$ cat config.mk
export PLATFORM = sky130hd
export DESIGN_NAME = restoring_divider
export DESIGN_NICKNAME = d
export VERILOG_FILES = /design/src/rtl/div_pkg.sv /design/src/rtl/div_cu.sv /design/src/rtl/restoring_divider.sv
export SDC_FILE = /design/constraint.sdc
export NUM_CORES = 1
export LEC_CHECK = 0
export ABC_AREA = 1
export BUFFER_PORTS_ARGS = -buffer_cell sky130_fd_sc_hd__buf_2
export CAP_MARGIN = 20
export CORE_MARGIN = 5
export CORE_UTILIZATION = 60
export DETAILED_ROUTE_END_ITERATION = 8
export PLACE_DENSITY = 0.83
export SLEW_MARGIN = 20
export SYNTH_ARGS = -nofsm -noshare
export SYNTH_HDL_FRONTEND = slang
export SYNTH_SLANG_ARGS = --single-unit
$ cat constraint.sdc
create_clock -name clk -period 3.82 [get_ports clk]
set_input_delay 0.382 -clock clk [delete_from_list [all_inputs] [get_ports clk]]
set_output_delay 0.382 -clock clk [all_outputs]
set_load 0.02 [all_outputs]
$ cat src/rtl/div_pkg.sv
// Shared definitions for the restoring divider: default width, FSM encoding.
// Optional signed mode is selected with the SIGNED_DIV_EN macro.
package div_pkg;

   localparam int DIV_WIDTH = 8;

   typedef enum logic [2:0] {
      IDLE = 3'b001,
      RUN  = 3'b010,
      DONE = 3'b100
   } state_t;

   function automatic int cnt_bits(input int w);
      return $clog2(w + 1);
   endfunction

endpackage

$ cat src/rtl/div_cu.sv
// Divider control unit: one-hot FSM, iteration counter and datapath strobes.
// Macro SIGNED_DIV_EN has no effect here; latency is identical in both builds.
module div_cu
   import div_pkg::*;
#(
   parameter int WIDTH = DIV_WIDTH
) (
   input  logic clk,
   input  logic resetN,
   input  logic S,
   input  logic zero_div,
   output logic load,
   output logic load_zero,
   output logic step,
   output logic last,
   output logic busy,
   output logic done
);

   localparam int CW = cnt_bits(WIDTH);

   state_t        state;
   state_t        state_next;
   logic [CW-1:0] cnt;
   logic [CW-1:0] cnt_next;

   always_ff @(posedge clk) begin
      if (!resetN) begin
         state <= IDLE;
         cnt   <= '0;
      end else begin
         state <= state_next;
         cnt   <= cnt_next;
      end
   end

   always_comb begin
      state_next = state;
      cnt_next   = cnt;
      load       = 1'b0;
      load_zero  = 1'b0;
      step       = 1'b0;
      last       = 1'b0;
      unique case (1'b1)
         (state == IDLE): begin
            if (S) begin
               if (zero_div) begin
                  load_zero  = 1'b1;
                  state_next = DONE;
               end else begin
                  load       = 1'b1;
                  cnt_next   = CW'(WIDTH);
                  state_next = RUN;
               end
            end
         end
         (state == RUN): begin
            step     = 1'b1;
            cnt_next = cnt - CW'(1);
            // Final iteration: results are registered on this same edge
            if (cnt == CW'(1)) begin
               last       = 1'b1;
               state_next = DONE;
            end
         end
         (state == DONE): begin
            state_next = IDLE;
         end
         default: begin
            state_next = IDLE;
         end
      endcase
   end

   assign busy = (state == RUN);
   assign done = (state == DONE);

endmodule

$ cat src/rtl/restoring_divider.sv
// Restoring divider datapath (A, Q, M and trial subtractor) around div_cu.
// Define SIGNED_DIV_EN for two's-complement operands, truncating toward zero.
module restoring_divider
   import div_pkg::*;
#(
   parameter int WIDTH = DIV_WIDTH
) (
   input  logic             clk,
   input  logic             resetN,
   input  logic             S,
   input  logic [WIDTH-1:0] dividend,
   input  logic [WIDTH-1:0] divisor,
   output logic [WIDTH-1:0] quotient,
   output logic [WIDTH-1:0] remainder,
   output logic             busy,
   output logic             done,
   output logic             dbz
);

   logic load;
   logic load_zero;
   logic step;
   logic last;
   logic zero_div;

   logic [WIDTH-1:0] a;
   logic [WIDTH-1:0] q;
   logic [WIDTH-1:0] m;
   logic [WIDTH:0]   part;
   logic [WIDTH:0]   diff;
   logic             borrow;
   logic [WIDTH-1:0] a_next;
   logic [WIDTH-1:0] q_next;
   logic [WIDTH-1:0] q_res;
   logic [WIDTH-1:0] r_res;
   logic [WIDTH-1:0] dd_mag;
   logic [WIDTH-1:0] dv_mag;

   assign zero_div = (divisor == '0);

   div_cu #(
      .WIDTH(WIDTH)
   ) u_cu (
      .clk      (clk),
      .resetN   (resetN),
      .S        (S),
      .zero_div (zero_div),
      .load     (load),
      .load_zero(load_zero),
      .step     (step),
      .last     (last),
      .busy     (busy),
      .done     (done)
   );

   // Shift {A,Q} left, then trial-subtract M with a borrow bit kept
   always_comb begin
      part           = {a, q[WIDTH-1]};
      {borrow, diff} = {1'b0, part} - {2'b00, m};
      a_next         = borrow ? part[WIDTH-1:0] : diff[WIDTH-1:0];
      q_next         = {q[WIDTH-2:0], ~borrow};
   end

`ifdef SIGNED_DIV_EN
   logic neg_q;
   logic neg_r;

   // Divide magnitudes; -2^(WIDTH-1) maps to itself, valid as unsigned
   always_comb begin
      dd_mag = dividend[WIDTH-1] ? -dividend : dividend;
      dv_mag = divisor[WIDTH-1]  ? -divisor  : divisor;
      q_res  = neg_q ? -q_next : q_next;
      r_res  = neg_r ? -a_next : a_next;
   end

   always_ff @(posedge clk) begin
      if (!resetN) begin
         neg_q <= 1'b0;
         neg_r <= 1'b0;
      end else if (load) begin
         neg_q <= dividend[WIDTH-1] ^ divisor[WIDTH-1];
         neg_r <= dividend[WIDTH-1];
      end
   end
`else
   always_comb begin
      dd_mag = dividend;
      dv_mag = divisor;
      q_res  = q_next;
      r_res  = a_next;
   end
`endif

   always_ff @(posedge clk) begin
      if (!resetN) begin
         a         <= '0;
         q         <= '0;
         m         <= '0;
         quotient  <= '0;
         remainder <= '0;
         dbz       <= 1'b0;
      end else begin
         if (load) begin
            a   <= '0;
            q   <= dd_mag;
            m   <= dv_mag;
            dbz <= 1'b0;
         end
         if (load_zero) begin
            quotient  <= '1;
            remainder <= dividend;
            dbz       <= 1'b1;
         end
         if (step) begin
            a <= a_next;
            q <= q_next;
         end
         if (last) begin
            quotient  <= q_res;
            remainder <= r_res;
         end
      end
   end

endmodule

==> results by group <==
Run status
  – Outcome: finished clean

Routing
  – Starting DRT DRC Count: 176
  – Detailed-router iteration count before antenna repair: 4
  – DR vias: 2375
  – Vias per Instance: 5.48
  – Final wirelength: 5890 um
  – Residual DRC: 0
  – Antenna-violating nets left: 0
  – DR WL/cell: 13.6 um

Finish
  – Multi-input logic area: 0.00126 sq mm
  – Fraction of layout cells with a size suffix above 1: 0.157
  – Final nets: 412
  – Diodes inserted: 0
  – Seq. cell area: 961 sq um
  – Filler instances: 344
  – Layout area overhead: 13.5%
  – Final Cell Area: 0.00285 sq mm

Logic synthesis
  – Synth Instances: 349
  – Yosys warns: 0
  – Area leader, netlist: dfxtp_1
  – Mapped Area: 0.00251 sq mm
  – Seq/Total Area, Yosys: 0.383
  – Synth cell count leaders: 89 x nand2_1, 50 x inv_1, 48 x dfxtp_1
  – Synth cell types: 39
  – Asr flop ratio synth: 0
  – Top-count cell post-synth: nand2_1
  – Top post-synthesis cells by area: dfxtp_1 38%, nand2_1 13%, inv_1 7.5%
  – #FFs+latches synth: 48
  – Synth top area share: 0.383
  – Synthesized net count: 379
  – Post-synth top flop: dfxtp_1
  – Syn Area/Cell: 7.19 sq um
  – Post-synth EDFFs: 0

STA
  – Fin crit period: 1.95 ns
  – Hold WS: 0.320 ns
  – Period utilization: 0.510
  – TNS Setup: 0 ns
  – Slew HR: 0.490
  – Final Skew: 0.00921 ns
  – Final Hold Fails: 0
  – Fin. max-slew vios: 0
  – Unrepaired setup endpoints after global routing: no
  – Final setup viols: 0
  – FMAX: 0.513 GHz
  – Worst-Margin Slew: 0.764 ns

Critical path
  – Worst path max stage delay: 0.38 ns
  – Worst Path Required: 4.09 ns
  – Crit path max-delay family: simple AND/OR/NAND/NOR gates
  – Critical path's slowest cell: nand2_2
  – Critical Path Sink Type: flip-flop
  – Worst path bufs/invs: 3
  – R2R depth: 9
  – Worst r2r src: u_cu.state[1]
  – Crit start category: flip-flop
  – Flop2flop setup slack: 1.87 ns
  – CP Capture Point: remainder[4]
  – Crit path top cell by count: inv_1
  – Max Fanout on Critical Path: 24
  – Critical Path Stages: 9
  – Type of the worst setup path: flip-flop to flip-flop
  – Reg2reg end: remainder[4]
  – Crit path from: u_cu.state[1]
  – Worst path cell trace: inv_1 > nor3_4 > buf_4 > nand4_2 > nand2_2 > o21ai_0 > nor2_1 > nand2_1 > inv_1
  – Worst EP arrival: 2.21 ns

CTS
  – Post-CTS setup buffers: 0
  – Clk root buf: clkbuf_8
  – Clock buffer count from CTS: 5
  – Max H-tree Level: 2
  – Later-pin clock latency in the skew report: 0.31 ns
  – Clock sink total: 48
  – CTS Hold Bufs: 0
  – Post-CTS resize count: 0
  – Clock transition at path regs: 0.09 ns
  – CTS tree: done
  – Bufs on Longest Clock Path: 2

Die
  – Die height: 74.7 um
  – Initial Utilization: 0.623
  – IO Count: 38
  – Core Box Area: 0.00403 sq mm
  – Rows: 23
  – Die width: 74.7 um
  – Die Area: 0.00557 sq mm

GRT
  – Vias in the first global route: 2337
  – Largest net degree at the start of global routing: 27
  – First-pass GRT wire length: 10000 um
  – Total Routing Usage GR: 0.235
  – GRT overflow: 0
  – Antenna violations before repair: 0

Placed design
  – Area after DPL: 0.00269 sq mm
  – Detail Placement HPWL: 4360 um
  – Port Buffers: 37
  – GP Congestion: 0.817

Run
  – Max Cap Viol: 0

Power and ir drop
  – LEAKAGE: 1.38 nW
  – VDD IR-drop max: 0.444 mV
  – P per Cell Area: 447 mW/mm^2
  – Pwr Total: 1.27 mW

Worst hold path
  – Hold Path Class: primary input to flip-flop
[flip-flops by register name, summed over array words and instances, names as in the netlist]
signal      cells
quotient        8
a               8
u_cu.state      3
m               8
remainder       8
q               8
dbz             1
u_cu.cnt        4
[metrics by stage]
stage	utilization	setup slack (ns)	instances
finish	0.707	1.87	433
global route	0.707	1.65	433
CTS	0.707	1.88	433
detailed placement	0.667	1.91	425
global placement	0.667	1.99	425
floorplan	-	2.23	349
[cells by family (layout without fill, tap and decap cells)]
logic type | after synthesis | in the layout | share of synthesized area
xor+xnor | 2 | 2 | 0.00698
fa+ha+maj | 11 | 11 | 0.0579
flops | 48 | 48 | 0.383
simple gates | 151 | 151 | 0.275
buf+inv | 66 | 100 | 0.114
compound gates | 71 | 71 | 0.164
[worst min-delay path, cell delays in order]
cell and delay [ns]:
buf_2 0.09, nor2_1 0.04, nor2_1 0.08
[worst min-delay path by stage]
stage | endpoint | slack, ns | cells past startpoint | startpoint
global route | m[0] | 0.32 | 3 | divisor[0]
finish | m[0] | 0.32 | 3 | divisor[0]
floorplan | m[3] | 0.43 | 2 | m[3]
global placement | dbz | 0.46 | 2 | dbz
detailed placement | dbz | 0.47 | 2 | dbz
CTS | m[0] | 0.31 | 3 | divisor[0]
[per-layer routing]
layer | track usage | share of wire | vias up
met2 | 0.396 | 0.49 | 70
met5 | 0 | 0 | -
met4 | 0.142 | 0.019 | 0
met1 | 0.280 | 0.43 | 1091
li1 | - | - | 1204
met3 | 0.0387 | 0.068 | 10
[power breakdown]
part	internal (mW)	total (mW)	switching [mW]
registers	0.524	0.539	0.0147
clock network	0.327	0.498	0.171
logic	0.0782	0.238	0.160
[placed cells by master, fill, tap and decap left out, types with 3 or more instances in the layout]
master      n
nor2_1     24
nand2_1    89
buf_2      37
nand3_1    21
o221ai_1    7
nor3_1      3
inv_4       3
inv_1      50
a21oi_1    31
bufinv_16   3
clkbuf_8    5
dfxtp_1    48
o21ai_0    18
ha_1       10
a31oi_1     7
[layout make-up]
| type | instances | area share |
|---|---|---|
| Timing Repair Buffer | 38 | 0.0677 |
| Multi-Input combinational cell | 235 | 0.443 |
| Tap cell | 50 | 0.0220 |
| Clock buffer | 5 | 0.0242 |
| Inverter | 54 | 0.0738 |
| Clock inverter | 3 | 0.0316 |
| Sequential cell | 48 | 0.337 |
Note: power is estimated with default switching activity, not from simulation.
